**src/rtl/alu_pkg.sv**
```systemverilog
// Op codes, FSM states and the single-cycle result mux shared by alu_seq and its interface.
package alu_pkg;

  localparam int OP_W = 4;

  typedef enum logic [OP_W-1:0] {
    ALU_ADD  = 4'd0,
    ALU_SUB  = 4'd1,
    ALU_AND  = 4'd2,
    ALU_OR   = 4'd3,
    ALU_XOR  = 4'd4,
    ALU_NOT  = 4'd5,
    ALU_NEG  = 4'd6,
    ALU_SLL  = 4'd7,
    ALU_SRL  = 4'd8,
    ALU_SRA  = 4'd9,
    ALU_SLT  = 4'd10,
    ALU_SLTU = 4'd11,
    ALU_CMP  = 4'd12,
    ALU_PASS = 4'd13,
    ALU_MUL  = 4'd14,
    ALU_DIVU = 4'd15
  } alu_op_e;

  typedef enum logic [1:0] {
    ST_IDLE    = 2'd0,
    ST_MUL_RUN = 2'd1,
    ST_DIV_RUN = 2'd2
  } alu_state_e;

  // Operands come in widened to 64 bits (a_z zero-extended, a_s sign-extended) so one
  // function serves every DATA_W; the caller keeps the low DATA_W bits of the result.
  function automatic logic [63:0] alu_single(alu_op_e op, logic [63:0] a_z, logic [63:0] a_s,
                                             logic [63:0] b_z, logic [5:0] shamt);
    logic [63:0] r;
    r = '0;
    case (op)
      ALU_ADD:  r = a_z + b_z;
      ALU_SUB:  r = a_z - b_z;
      ALU_AND:  r = a_z & b_z;
      ALU_OR:   r = a_z | b_z;
      ALU_XOR:  r = a_z ^ b_z;
      ALU_NOT:  r = ~a_z;
      ALU_NEG:  r = 64'd0 - a_z;
      ALU_SLL:  r = a_z << shamt;
      ALU_SRL:  r = a_z >> shamt;
      ALU_SRA:  r = $unsigned($signed(a_s) >>> shamt);
      ALU_PASS: r = a_z;
      default:  r = '0;
    endcase
    return r;
  endfunction

endpackage

```
**src/rtl/alu_seq_if.sv**
```systemverilog
// Request/result handshake bundle between the decode stage, alu_seq and writeback.
interface alu_seq_if #(
  parameter int DATA_W = 16
);
  import alu_pkg::*;

  logic              in_valid;
  logic              in_ready;
  logic [OP_W-1:0]   op;
  logic [DATA_W-1:0] a;
  logic [DATA_W-1:0] b;
  logic              out_valid;
  logic              out_ready;
  logic [DATA_W-1:0] res;
  logic [DATA_W-1:0] res_hi;
  logic              t;
  logic              t_we;
  logic              err;
  logic              busy;

  modport master (
    output in_valid, op, a, b, out_ready,
    input  in_ready, out_valid, res, res_hi, t, t_we, err, busy
  );

  modport slave (
    input  in_valid, op, a, b, out_ready,
    output in_ready, out_valid, res, res_hi, t, t_we, err, busy
  );

endinterface

```
**src/rtl/alu_seq_iter.sv**
```systemverilog
// Iterative datapath shared by MUL (shift-add, LSB first) and DIVU (restoring, MSB first).
// Runs DATA_W steps after start; done flags the final step while lo_nxt/hi_nxt hold the answer.
module alu_seq_iter #(
  parameter int DATA_W = 16
) (
  input  logic              clk,
  input  logic              rst,
  input  logic              start,
  input  logic              run,
`ifdef ALU_SEQ_DIV_EN
  input  logic              div_mode,
`endif
  input  logic [DATA_W-1:0] a,
  input  logic [DATA_W-1:0] b,
  output logic              done,
  output logic [DATA_W-1:0] lo_nxt,
  output logic [DATA_W-1:0] hi_nxt
);

  localparam int CNT_W = $clog2(DATA_W);
  localparam logic [CNT_W-1:0] LAST = CNT_W'(DATA_W - 1);

  logic [CNT_W-1:0]  cnt_q;
  logic [DATA_W-1:0] hi_q;
  logic [DATA_W-1:0] lo_q;
  logic [DATA_W-1:0] opnd_q;

  // {hi,lo} is the partial product; the multiplier drains out of lo as product bits shift in.
  logic [DATA_W:0]   mul_sum;
  logic [DATA_W-1:0] mul_hi;
  logic [DATA_W-1:0] mul_lo;

  assign mul_sum = {1'b0, hi_q} + (lo_q[0] ? {1'b0, opnd_q} : {(DATA_W+1){1'b0}});
  assign mul_hi  = mul_sum[DATA_W:1];
  assign mul_lo  = {mul_sum[0], lo_q[DATA_W-1:1]};

`ifdef ALU_SEQ_DIV_EN
  logic              mode_q;
  logic [DATA_W:0]   rem_sh;
  logic              div_ge;
  logic [DATA_W-1:0] div_sub;
  logic [DATA_W-1:0] div_hi;
  logic [DATA_W-1:0] div_lo;

  // hi is the running remainder, lo shifts the dividend out and the quotient in.
  assign rem_sh  = {hi_q, lo_q[DATA_W-1]};
  assign div_ge  = (rem_sh >= {1'b0, opnd_q});
  assign div_sub = DATA_W'(rem_sh - {1'b0, opnd_q});
  assign div_hi  = div_ge ? div_sub : rem_sh[DATA_W-1:0];
  assign div_lo  = {lo_q[DATA_W-2:0], div_ge};

  always_comb begin
    hi_nxt = mul_hi;
    lo_nxt = mul_lo;
    if (mode_q) begin
      hi_nxt = div_hi;
      lo_nxt = div_lo;
    end
  end
`else
  always_comb begin
    hi_nxt = mul_hi;
    lo_nxt = mul_lo;
  end
`endif

  assign done = run && (cnt_q == LAST);

  always_ff @(posedge clk) begin
    if (rst) begin
      cnt_q  <= '0;
      hi_q   <= '0;
      lo_q   <= '0;
      opnd_q <= '0;
`ifdef ALU_SEQ_DIV_EN
      mode_q <= 1'b0;
`endif
    end else if (start) begin
      cnt_q  <= '0;
      hi_q   <= '0;
      lo_q   <= a;
      opnd_q <= b;
`ifdef ALU_SEQ_DIV_EN
      mode_q <= div_mode;
`endif
    end else if (run) begin
      hi_q  <= hi_nxt;
      lo_q  <= lo_nxt;
      cnt_q <= done ? '0 : cnt_q + CNT_W'(1);
    end
  end

endmodule

```
**src/rtl/alu_seq.sv**
```systemverilog
// Handshaked ALU: 1-cycle ops, DATA_W-cycle MUL and (with ALU_SEQ_DIV_EN) DATA_W-cycle DIVU.
// in_ready drops while iterating or while an untaken result is held.
module alu_seq
  import alu_pkg::*;
#(
  parameter int DATA_W = 16
) (
  input  logic     clk,
  input  logic     rst,
  alu_seq_if.slave bus
);

  localparam int SHAMT_W = $clog2(DATA_W);

  if (DATA_W < 8 || DATA_W > 64) begin : g_bad_width
    $error("alu_seq: DATA_W must be within 8..64");
  end

  alu_state_e        state_q, state_d;
  alu_op_e           op_e;
  logic              accept, is_mul, is_div, start, iter_done, run;
  logic [DATA_W-1:0] iter_lo, iter_hi;
  logic [DATA_W-1:0] single_res;
  logic              single_t, single_t_we, single_err;
  logic              out_valid_q, t_q, t_we_q, err_q;
  logic [DATA_W-1:0] res_q, res_hi_q;

  assign op_e         = alu_op_e'(bus.op);
  assign bus.in_ready = !rst && (state_q == ST_IDLE) && (!out_valid_q || bus.out_ready);
  assign accept       = bus.in_valid && bus.in_ready;
  assign is_mul       = (op_e == ALU_MUL);
`ifdef ALU_SEQ_DIV_EN
  assign is_div       = (op_e == ALU_DIVU);
`else
  assign is_div       = 1'b0;
`endif
  assign start        = accept && (is_mul || is_div);
  assign run          = (state_q != ST_IDLE);

  always_comb begin
    single_res  = DATA_W'(alu_single(op_e, 64'(bus.a), 64'($signed(bus.a)), 64'(bus.b),
                                     6'(bus.b[SHAMT_W-1:0])));
    single_t    = 1'b0;
    single_t_we = 1'b0;
    single_err  = 1'b0;
    case (op_e)
      ALU_SLT: begin
        single_t    = ($signed(bus.a) < $signed(bus.b));
        single_t_we = 1'b1;
      end
      ALU_SLTU: begin
        single_t    = (bus.a < bus.b);
        single_t_we = 1'b1;
      end
      ALU_CMP: begin
        single_t    = (bus.a != bus.b);
        single_t_we = 1'b1;
      end
`ifndef ALU_SEQ_DIV_EN
      ALU_DIVU: single_err = 1'b1;
`endif
      default: ;
    endcase
  end

  alu_seq_iter #(
    .DATA_W(DATA_W)
  ) u_iter (
    .clk     (clk),
    .rst     (rst),
    .start   (start),
    .run     (run),
`ifdef ALU_SEQ_DIV_EN
    .div_mode(is_div),
`endif
    .a       (bus.a),
    .b       (bus.b),
    .done    (iter_done),
    .lo_nxt  (iter_lo),
    .hi_nxt  (iter_hi)
  );

  always_ff @(posedge clk) begin
    if (rst) state_q <= ST_IDLE;
    else     state_q <= state_d;
  end

  always_comb begin
    state_d = state_q;
    case (state_q)
      ST_IDLE:                if (start) state_d = is_div ? ST_DIV_RUN : ST_MUL_RUN;
      ST_MUL_RUN, ST_DIV_RUN: if (iter_done) state_d = ST_IDLE;
      default:                state_d = ST_IDLE;
    endcase
  end

  // A multi-cycle accept needs no branch: in_ready already guaranteed the old result is taken.
  always_ff @(posedge clk) begin
    if (rst) begin
      out_valid_q <= 1'b0;
      res_q       <= '0;
      res_hi_q    <= '0;
      t_q         <= 1'b0;
      t_we_q      <= 1'b0;
      err_q       <= 1'b0;
    end else if (accept && !start) begin
      out_valid_q <= 1'b1;
      res_q       <= single_res;
      res_hi_q    <= '0;
      t_q         <= single_t;
      t_we_q      <= single_t_we;
      err_q       <= single_err;
    end else if (iter_done) begin
      out_valid_q <= 1'b1;
      res_q       <= iter_lo;
      res_hi_q    <= iter_hi;
      t_q         <= 1'b0;
      t_we_q      <= 1'b0;
      err_q       <= 1'b0;
    end else if (bus.out_ready) begin
      out_valid_q <= 1'b0;
    end
  end

  assign bus.out_valid = out_valid_q;
  assign bus.res       = res_q;
  assign bus.res_hi    = res_hi_q;
  assign bus.t         = t_q;
  assign bus.t_we      = t_we_q;
  assign bus.err       = err_q;
  assign bus.busy      = run;

endmodule
```
**src/flat_wrapper.sv**
```systemverilog
// flat-port wrapper written by rule: the top's interface ports become plain ports
module alu_seq_flat import alu_pkg::*;
#(
  parameter int DATA_W = 16
)
  (clk, rst, bus_in_valid, bus_op, bus_a, bus_b, bus_out_ready, bus_in_ready, bus_out_valid, bus_res, bus_res_hi, bus_t, bus_t_we, bus_err, bus_busy);
  alu_seq_if #(.DATA_W(DATA_W)) bus_i ();
  input  logic clk;
  input  logic rst;
  input wire logic [$bits(bus_i.in_valid)-1:0] bus_in_valid;
  input wire logic [$bits(bus_i.op)-1:0] bus_op;
  input wire logic [$bits(bus_i.a)-1:0] bus_a;
  input wire logic [$bits(bus_i.b)-1:0] bus_b;
  input wire logic [$bits(bus_i.out_ready)-1:0] bus_out_ready;
  output wire logic [$bits(bus_i.in_ready)-1:0] bus_in_ready;
  output wire logic [$bits(bus_i.out_valid)-1:0] bus_out_valid;
  output wire logic [$bits(bus_i.res)-1:0] bus_res;
  output wire logic [$bits(bus_i.res_hi)-1:0] bus_res_hi;
  output wire logic [$bits(bus_i.t)-1:0] bus_t;
  output wire logic [$bits(bus_i.t_we)-1:0] bus_t_we;
  output wire logic [$bits(bus_i.err)-1:0] bus_err;
  output wire logic [$bits(bus_i.busy)-1:0] bus_busy;
  assign bus_i.in_valid = bus_in_valid;
  assign bus_i.op = bus_op;
  assign bus_i.a = bus_a;
  assign bus_i.b = bus_b;
  assign bus_i.out_ready = bus_out_ready;
  assign bus_in_ready = bus_i.in_ready;
  assign bus_out_valid = bus_i.out_valid;
  assign bus_res = bus_i.res;
  assign bus_res_hi = bus_i.res_hi;
  assign bus_t = bus_i.t;
  assign bus_t_we = bus_i.t_we;
  assign bus_err = bus_i.err;
  assign bus_busy = bus_i.busy;
  alu_seq #(.DATA_W(DATA_W)) u_core (.clk(clk), .rst(rst), .bus(bus_i));
endmodule
```
**config.mk**
```make
export PLATFORM = sky130hd
export DESIGN_NAME = alu_seq_flat
export DESIGN_NICKNAME = d
export VERILOG_FILES = /design/src/rtl/alu_pkg.sv /design/src/rtl/alu_seq_if.sv /design/src/rtl/alu_seq_iter.sv /design/src/rtl/alu_seq.sv /design/src/flat_wrapper.sv
export SDC_FILE = /design/constraint.sdc
export NUM_CORES = 1
export LEC_CHECK = 0
export ABC_AREA = 1
export CAP_MARGIN = 20
export CORE_ASPECT_RATIO = 0.6
export CORE_MARGIN = 2
export CORE_UTILIZATION = 31
export CTS_CLUSTER_SIZE = 8
export DETAILED_ROUTE_END_ITERATION = 6
export GPL_TIMING_DRIVEN = 0
export HOLD_SLACK_MARGIN = 0.05
export SLEW_MARGIN = 10
export SYNTH_ARGS = -nofsm -noshare
export SYNTH_HDL_FRONTEND = slang
export SYNTH_SLANG_ARGS = --single-unit
```
**constraint.sdc**
```tcl
create_clock -name clk -period 2.55 [get_ports clk]
set_input_delay 0.51 -clock clk [delete_from_list [all_inputs] [get_ports clk]]
set_output_delay 0.51 -clock clk [all_outputs]
set_load 0.02 [all_outputs]
```
### After elaboration in Yosys (flattened, before gate mapping)

Cells that the tools add are included.

| cells by class | value |
|---|---|
| $add $sub $neg | 5 |
| order comparisons | 2 |
| eq/ne operators | 21 |
| shifts and indexed selects | 3 |
| muxes and demuxes | 20 |
| bitwise operators | 4 |
| reductions and logical operators | 21 |

Operators with widths:

| operator | count |
|---|---|
| $pmux W16 S11 | 1 |
| $mux W16 | 5 |
| $eq A4 B4 Y1 const B | 9 |
| $lt A16 B16 Y1 | 2 |
| $add A16 B17 Y17 | 1 |
| $add A16 B16 Y16 | 1 |
| $and A16 B16 Y16 | 1 |
| $eq A4 B3 Y1 const B | 4 |
| $ne A16 B16 Y1 | 1 |
| $not A16 Y16 | 1 |
| $or A16 B16 Y16 | 1 |
| $shl A16 B4 Y16 | 1 |
| $shr A16 B4 Y16 | 1 |
| $sshr A16 B4 Y16 | 1 |
| $sub A1 B16 Y16 const A | 1 |
| $sub A16 B16 Y16 | 1 |
| $xor A16 B16 Y16 | 1 |
| $mux W1 | 9 |
| $eq A4 B2 Y1 const B | 2 |
| $logic_and A1 B1 Y1 | 6 |
| $reduce_bool A2 Y1 | 3 |
| $reduce_or A2 Y1 | 3 |
| $add A4 B1 Y4 const B | 1 |
| $eq A4 B1 Y1 const B | 1 |
| other kinds (15) | 18 |

| storage, ports and cells | value |
|---|---|
| bits in registers | 90 |
| bits of input ports | 40 |
| output and inout bits | 38 |
| word-level logic and storage cells | 87 |

### Longest topological paths before layout

Gate-level depths: netlist (run 1).

| depth | value |
|---|---|
| word-level depth | 8 |
| depth in mapped cells | 17 |
| depth with buffers taken out | 16 |

### Hierarchy

A second synthesis (run 1) with hierarchy kept.

| unflattened totals | value |
|---|---|
| cells, all modules | 1648 |
| area total of the unflattened synthesis | 9395.3 um^2 |

By module, submodules not included:

| module | times used | cells an instance | area each (um^2) | seq. area each (um^2) |
|---|---|---|---|---|
| alu_seq | 1 | 1147 | 6145.9 | 740.7 |
| alu_seq_iter | 1 | 501 | 3249.4 | 1041.0 |

### Least setup slack after synthesis (run 1)

No wires, ideal clock.

| timing path | value |
|---|---|
| path type | input-to-reg |
| from | in bus_b[2] |
| to | reg u_core.t_q (netlist: u_core.bus.t) |
| library setup time | 132 ps |
| arrival time | 2192 ps |
| data required time | 2418 ps |
| slack | 226 ps |
| stages | 16 |
| path buffers | 2 |
| cell sequence | inv_1 > clkbuf_1 > ha_1 > buf_2 > nor2_1 > nand2_1 > nand2_1 > nand2_1 > nand2_1 > nand2_1 > nand2_1 > o21ai_0 > nand3_1 > nand2_1 > nand2_1 > a21oi_1 |

| on the way | value |
|---|---|
| cells in the longest elaborated chain, start to end | 3 |

RTL lines:

| element | RTL line | text |
|---|---|---|
| from (decl) | flat_wrapper.sv:13 | `input wire logic [$bits(bus_i.b)-1:0] bus_b;` |
| $lt A16 B16 Y1, or another cell as far along | alu_seq.sv:52 | `single_t = (bus.a < bus.b);` |
| $pmux W1 S3 (*) | alu_seq.sv:46 | `case (op_e)` |
| $mux W1 (*) | alu_seq.sv:106 | `end else if (accept && !start) begin` |
| to (signal assigned) | alu_seq.sv:110 | `t_q <= single_t;` |
| to (decl) | alu_seq.sv:25 | `logic out_valid_q, t_q, t_we_q, err_q;` |

Mark *: on every way between the ends. The rest lies on a longest branch, timed or not.
A chain may end at the register's enable or synchronous reset.

### Worst setup path after layout (run 1)

| timing path | value |
|---|---|
| from | in bus_op[0] |
| to | reg u_core.res_q[3] (netlist: u_core.bus.res[3]) |

| on the way | value |
|---|---|
| cells in the longest elaborated chain, start to end | 5 |

RTL lines:

| element | RTL line | text |
|---|---|---|
| from (decl) | flat_wrapper.sv:11 | `input wire logic [$bits(bus_i.op)-1:0] bus_op;` |
| parallel branches: the longest is 5 deep, another holds $pmux W16 S11 | - |  |
| to (signal assigned) | alu_seq.sv:108 | `res_q <= single_res;` |
| to (signal assigned) | alu_seq.sv:115 | `res_q <= iter_lo;` |
| to (decl) | alu_seq.sv:26 | `logic [DATA_W-1:0] res_q, res_hi_q;` |

Parallel ways; which one is timed is not known.

==> results of run 1 <==
power breakdown:
part	leakage [nW]	switching, W	internal, W	total, W
clock network	0.141	0.000635	0.000684	0.00132
logic	4.76	0.00106	0.000479	0.00153
registers	0.721	0.0000168	0.00142	0.00143
cells by family (layout without fill, tap and decap cells):
kind of cell	after synthesis	count (layout)	share of synthesized area
buf+inv	270	382	0.1160
mux	1	1	0.001071
simple gates	938	938	0.4252
fa+ha+maj	74	74	0.1015
compound gates	275	275	0.1590
flops	89	89	0.1906
xor+xnor	7	7	0.006559
metal layers:
metal	vias up	share of wire	wire [um]	GRT usage
met3	51	0.13	5883	0.07199
li1	5600	-	-	-
met2	691	0.36	15890	0.3477
met4	4	0.015	646	0.04506
met5	-	0.0021	95	0.01935
met1	5526	0.49	21890	0.4428
worst max-delay path: stages:
cell and delay, ns:
clkdlybuf4s50_1 0.59, inv_2 0.09, nor2_2 0.20, nand2_2 0.20
inv_2 0.11, buf_2 0.30, nand3_1 0.31, nand2_1 0.15
nor2_1 0.04, nand3_1 0.13, nand2_1 0.09, a21oi_1 0.13
registers in the layout (all words and copies together) (netlist names):
register              cells
u_core.bus.err            1
u_core.bus.out_valid      1
u_core.bus.res           16
u_core.bus.res_hi        16
u_core.bus.t              1
u_core.bus.t_we           1
u_core.state_q            1
u_core.u_iter.cnt_q       4
u_core.u_iter.hi_q       16
u_core.u_iter.lo_q       16
u_core.u_iter.opnd_q     16
path summary, 6_finish.rpt:
check                          endpoint  slack (ns)  depth (start not counted)
hold reg to reg          u_core.bus.err        0.46                          2
hold / removal           u_core.bus.err        0.46                          2
setup / recovery      u_core.bus.res[3]       -0.04                         12
setup reg to reg  u_core.bus.res_hi[12]        0.15                         12
final cells by class:
class	count	area, um^2
fill	3350	18150
clock inverter	7	61.31
sequential	89	1785
timing repair buffer	97	898.4
multi-input combinational	1295	6918
clock buffer	9	225.2
tap	408	510.5
inverter	205	798.3
buffer	64	449.2
cell usage after synthesis, types with 5 or more instances:
master      n
nor2_2     11
nor3_1     17
nand3_1   197
inv_1     195
o211ai_1   19
nand3b_1    5
inv_2       8
a31oi_1    17
dfxtp_1    89
a21oi_1   103
and2_1      6
o21ai_0   115
ha_1       71
nand4_1    20
o21bai_1    7
buf_2      30
o22ai_1     6
clkbuf_1   23
buf_4       7
nand2_1   500
nor2_1    166
metrics by stage:
| stage | cell area [um^2] | instances |
|---|---|---|
| final | 11650 | 2174 |
| after global routing | 11650 | 2174 |
| after CTS | 11380 | 2164 |
| after detailed placement | 10620 | 2138 |
| after global placement | 10620 | 2138 |
| after floorplan | 9348 | 1654 |
what timing repair did:
| action | in CTS | in global routing |
|---|---|---|
| setup buffers | 11 | 10 |
| pin swaps | 14 | 22 |
| gates resized for setup | 170 | 116 |
| gates cloned | 0 | 0 |
| hold buffers | 0 | 0 |
| setup endpoints to repair | 42 | 28 |
| endpoints found under the hold margin | 0 | 0 |
==> flow_metrics.py, run 1 <==
metrics = {
    "place": {
        "place_congestion": 0.9990,
        "place_ws_ns": -1.563,
        "portBuffers": 76,
        "hpwlAfterDp_um": 35680,
    },
    "route": {
        "viasPerCell": 5.461,
        "ant_nets": 0,
        "detail_route.wl_per_cell_um": 20.42,
        "vias": 11872,
        "drt_first_pass_iters": 7,
        "drt_iter0_drc": 1718,
        "drt-total-wl_um": 44400,
        "drcViolationCount": 0,
    },
    "timing": {
        "period_share": 1.016,
        "skew_ns": 0.007423,
        "finalSetupViolations": 1,
        "timing.hold.ws_ns": 0.4625,
        "worst_slack_ns": -0.04004,
        "slew_headroom": 0.5870,
        "worstMarginPinSlew_ns": 0.6195,
        "hold_viol_final": 0,
        "rsz0062_at_grt": "yes",
        "min_period_ns": 2.590,
        "fin_tns_setup_ns": -0.04004,
        "slew_viol_final": 0,
        "clock.fmax_mhz": 386.1,
    },
    "job": {
        "drv_cap": 0,
    },
    "clock_network": {
        "cts.sinks": 89,
        "clk_latency_ns": 0.35,
        "cts_max_path_buffers": 2,
        "cts_tree": "done",
        "cts_root_buf": "clkbuf_16",
        "numCtsBuffers": 9,
        "path_clk_slew_ns": 0.07,
        "h-tree-depth": 3,
    },
    "logic_synthesis": {
        "synthCells": 1654,
        "synth_top_cell_area_share": 0.2008,
        "synth_edf_count": 0,
        "async_flop_share": 0,
        "synth_area_leader_cell": "nand2_1",
        "yosysSeqAreaShare": 0.1906,
        "synth_nets": 1768,
        "yosys.cell_types.count": 41,
        "yosys_warnings": 0,
        "netlist_area_um2": 9348,
        "avgSynthCellArea_um2": 5.652,
        "ys.flop_type": "dfxtp_1",
        "ys_ff_latch": 89,
        "synth.area.top_cells": "nand2_1 (20%), dfxtp_1 (19%), nand3_1 (11%)",
    },
    "power_and_ir_drop": {
        "total_power_w": 0.004286,
        "leakage_nw": 5.617,
        "p_per_area_nw_per_um2": 368.0,
        "irDropWorstVdd_mv": 0.2505,
    },
    "critical_path": {
        "cp-start-kind": "primary input",
        "cp.required_ns": 2.83,
        "crit_type": "primary input to flip-flop",
        "critPathArrivalTime_ns": 2.87,
        "worstPathMaxFanout": 10,
        "reg2reg_from": "u_core.u_iter.lo_q[0]",
        "worst_setup_path_end_kind": "flip-flop",
        "startpoint": "bus_op[0]",
    },
    "floorplan": {
        "fp-row-count": 49,
        "io_pins": 78,
        "die-area_um2": 31600,
        "die_w_um": 228.2,
        "initial_core_util": 0.3137,
        "chipHeight_um": 138.5,
        "floorplan.core_area_um2": 29800,
    },
    "worst_hold_path": {
        "hold_path.class": "flip-flop to flip-flop",
        "hold_start": "u_core.bus.err",
    },
    "layout": {
        "area_growth_pct": 24.59,
        "fin_util": 0.3909,
        "layout.nets": 1875,
        "drive_gt1_frac": 0.1404,
        "antenna_cells": 0,
        "most-common-layout-cells": "nand2_1 (483), nand3_1 (181), inv_1 (174)",
        "layout_commonest_cell": "nand2_1",
    },
    "global_routing": {
        "grt_pass1_vias": 10565,
        "track_usage": 0.2733,
        "overflow": 0,
        "grt_pass1_wl_um": 65730,
        "grt_max_degree": 18,
        "antenna_found_initial": 1,
    },
    "outcome": {
        "status": "complete, but fails checks",
        "violations": "setup timing",
    },
}
Note: power is estimated with default switching activity, not from simulation.
==> inputs of run 2 (changes only) <==
SLEW_MARGIN = default   (was 10)
SYNTH_HIERARCHICAL = 1   (was default)
==> run 2 against run 1 <==
Clock-buffer cell count rose by 1. Critical endpoint is now u_core/bus.t. The flow still finishes with violations (setup timing). Clock power rose by 14%. Sequential share of layout area rose by 0.40 points. Register-to-register slack improved by 0.08 ns. Wire length fell by 2.5%. Highest routed layer unchanged. Global-route usage fell by 0.74 points.
==> flow_metrics.py, run 2 <==
metrics = {
    "timing": {
        "rsz0062_at_grt": "yes",
        "finalSetupViolations": 1,
        "slew_viol_final": 0,
        "period_share": 1.007,
        "worst_slack_ns": -0.01812,
        "hold_viol_final": 0,
        "skew_ns": 0.01105,
        "worstMarginPinSlew_ns": 0.6996,
        "min_period_ns": 2.568,
        "clock.fmax_mhz": 389.4,
        "slew_headroom": 0.5331,
        "fin_tns_setup_ns": -0.01812,
    },
    "layout": {
        "layout_commonest_cell": "nand2_1",
        "design_area_um2": 11340,
        "area_growth_pct": 20.66,
        "layout.nets": 1858,
        "drive_gt1_frac": 0.1144,
        "most-common-layout-cells": "nand2_1 (457), nand3_1 (183), nor2_1 (181)",
        "antenna_cells": 0,
    },
    "route": {
        "detail_route.wl_per_cell_um": 20.07,
        "vias": 11559,
        "ant_nets": 0,
        "drt_first_pass_iters": 7,
        "drt-total-wl_um": 43300,
        "drt_iter0_drc": 1601,
        "viasPerCell": 5.359,
        "drcViolationCount": 0,
    },
    "critical_path": {
        "cp-start-kind": "primary input",
        "worst_setup_path_end_kind": "flip-flop",
        "worstPathMaxFanout": 8,
        "critPathArrivalTime_ns": 2.80,
        "r2r_slack_ns": 0.23,
        "crit_type": "primary input to flip-flop",
        "cp.required_ns": 2.78,
    },
    "power_and_ir_drop": {
        "leakage_nw": 5.611,
        "irDropWorstVdd_mv": 0.2924,
        "p_per_area_nw_per_um2": 385.2,
    },
    "logic_synthesis": {
        "synth_area_leader_cell": "dfxtp_1",
        "yosysSeqAreaShare": 0.1896,
        "synth_common_cells": "nand2_1 (466), nor2_1 (193), nand3_1 (189)",
        "synth_nets": 1762,
        "ys_ff_latch": 89,
        "async_flop_share": 0,
        "netlist_area_um2": 9395,
        "synth_most_common_cell": "nand2_1",
        "ys.flop_type": "dfxtp_1",
        "synthCells": 1648,
        "synth_edf_count": 0,
        "yosys.cell_types.count": 45,
        "yosys_warnings": 6,
        "synth_top_cell_area_share": 0.1896,
        "synth.area.top_cells": "dfxtp_1 (19%), nand2_1 (19%), nand3_1 (10%)",
        "avgSynthCellArea_um2": 5.701,
    },
    "place": {
        "portBuffers": 77,
        "place_ws_ns": -1.493,
        "hpwlAfterDp_um": 35470,
        "place_congestion": 1.056,
        "dpl_cell_area_um2": 10680,
    },
    "job": {
        "drv_cap": 0,
    },
    "global_routing": {
        "overflow": 0,
        "antenna_found_initial": 0,
        "grt_pass1_vias": 10070,
        "track_usage": 0.2659,
        "grt_max_degree": 16,
        "grt_pass1_wl_um": 63830,
    },
    "clock_network": {
        "cts.sinks": 89,
        "numCtsBuffers": 9,
        "path_clk_slew_ns": 0.07,
        "cts_max_path_buffers": 2,
        "cts_root_buf": "clkbuf_16",
        "cts_tree": "done",
        "h-tree-depth": 3,
        "ctsHoldBuffers": 0,
        "clk_latency_ns": 0.35,
    },
    "floorplan": {
        "die-area_um2": 31760,
        "io_pins": 78,
        "fp-row-count": 49,
        "floorplan.core_area_um2": 29860,
        "initial_core_util": 0.3147,
        "chipHeight_um": 138.9,
        "die_w_um": 228.8,
    },
    "outcome": {
        "status": "complete, but fails checks",
        "violations": "setup timing",
    },
    "worst_hold_path": {
        "hold_path.class": "flip-flop to flip-flop",
    },
}
[run 2: cell types whose count changed after synthesis, sizes merged, moves of 9 or more]
cell	previous run	this run
nand2	504	476
nor2	181	199
o221ai	0	18
a31oi	17	0
nor3	19	34
a21oi	103	94
[run 2: worst paths after layout]
kind / startpoint / to / cells after the start
hold / removal: u_core/bus.t_we / u_core/bus.t_we / 2
setup / recovery: bus_a[6] / u_core/bus.t / 15
hold reg to reg: u_core/bus.t_we / u_core/bus.t_we / 2
setup reg to reg: u_core/u_iter/cnt_q[0] / u_core/bus.res[10] / 8
[run 2: per-layer routing]
layer	vias up	track usage	share of wire
met5	-	0.02083	0.0018
li1	5537	-	-
met2	697	0.3038	0.33
met4	2	0.03406	0.0068
met1	5297	0.4246	0.50
met3	26	0.1289	0.16
[run 2: final cells by class]
cell class / instances / area, um^2
sequential: 89 / 1783
fill: 3350 / 18520
clock inverter: 6 / 90.09
clock buffer: 10 / 239.0
buffer: 77 / 457.9
multi-input combinational: 1281 / 6710
inverter: 200 / 770.7
timing repair buffer: 86 / 774.5
tap: 408 / 510.5
[run 2: repair_timing]
action | in CTS | in global routing
endpoints found under the setup margin | 74 | 40
pin swaps | 4 | 7
buffers inserted | 4 | 5
resized for setup | 141 | 94
[run 2: cells by family after synthesis]
family	Yosys count	synth area share
AOI/OAI and AO/OA	249	0.1457
xor gates and xnor gates	11	0.01105
adders and majority gates	74	0.1009
buffers and inverters	278	0.1227
DFF	89	0.1896
and+or+nand+nor	947	0.4300
[run 2: critical path, stage by stage]
cell and delay, ns:
clkdlybuf4s18_2 0.34, inv_1 0.15, ha_2 0.39, nor2_2 0.15
inv_2 0.12, nor3_2 0.17, nand2_1 0.17, nand2_2 0.18
nand2_1 0.12, nand2_1 0.08, nand2_1 0.04, nand3_1 0.06
nand3_1 0.12, nand2_1 0.12, a21oi_1 0.06
[run 2: where the power goes]
| group | leakage, nW | internal [W] | switching [W] |
|---|---|---|---|
| registers | 0.721 | 0.00142 | 0.0000255 |
| clock network | 0.159 | 0.000890 | 0.000607 |
| logic | 4.73 | 0.000427 | 0.000995 |
| total | 5.61 | 0.00274 | 0.00163 |
[run 2: metrics by stage]
step,std cells,util,power (W),hold WS [ns]
floorplan,1648,-,0.002214,0.4453
global placement,2133,0.3576,0.002750,0.4547
detailed placement,2133,0.3576,0.002740,0.4565
CTS,2153,0.3745,0.004283,0.4668
global route,2157,0.3797,0.004553,0.4809
finish,2157,0.3797,0.004367,0.4628
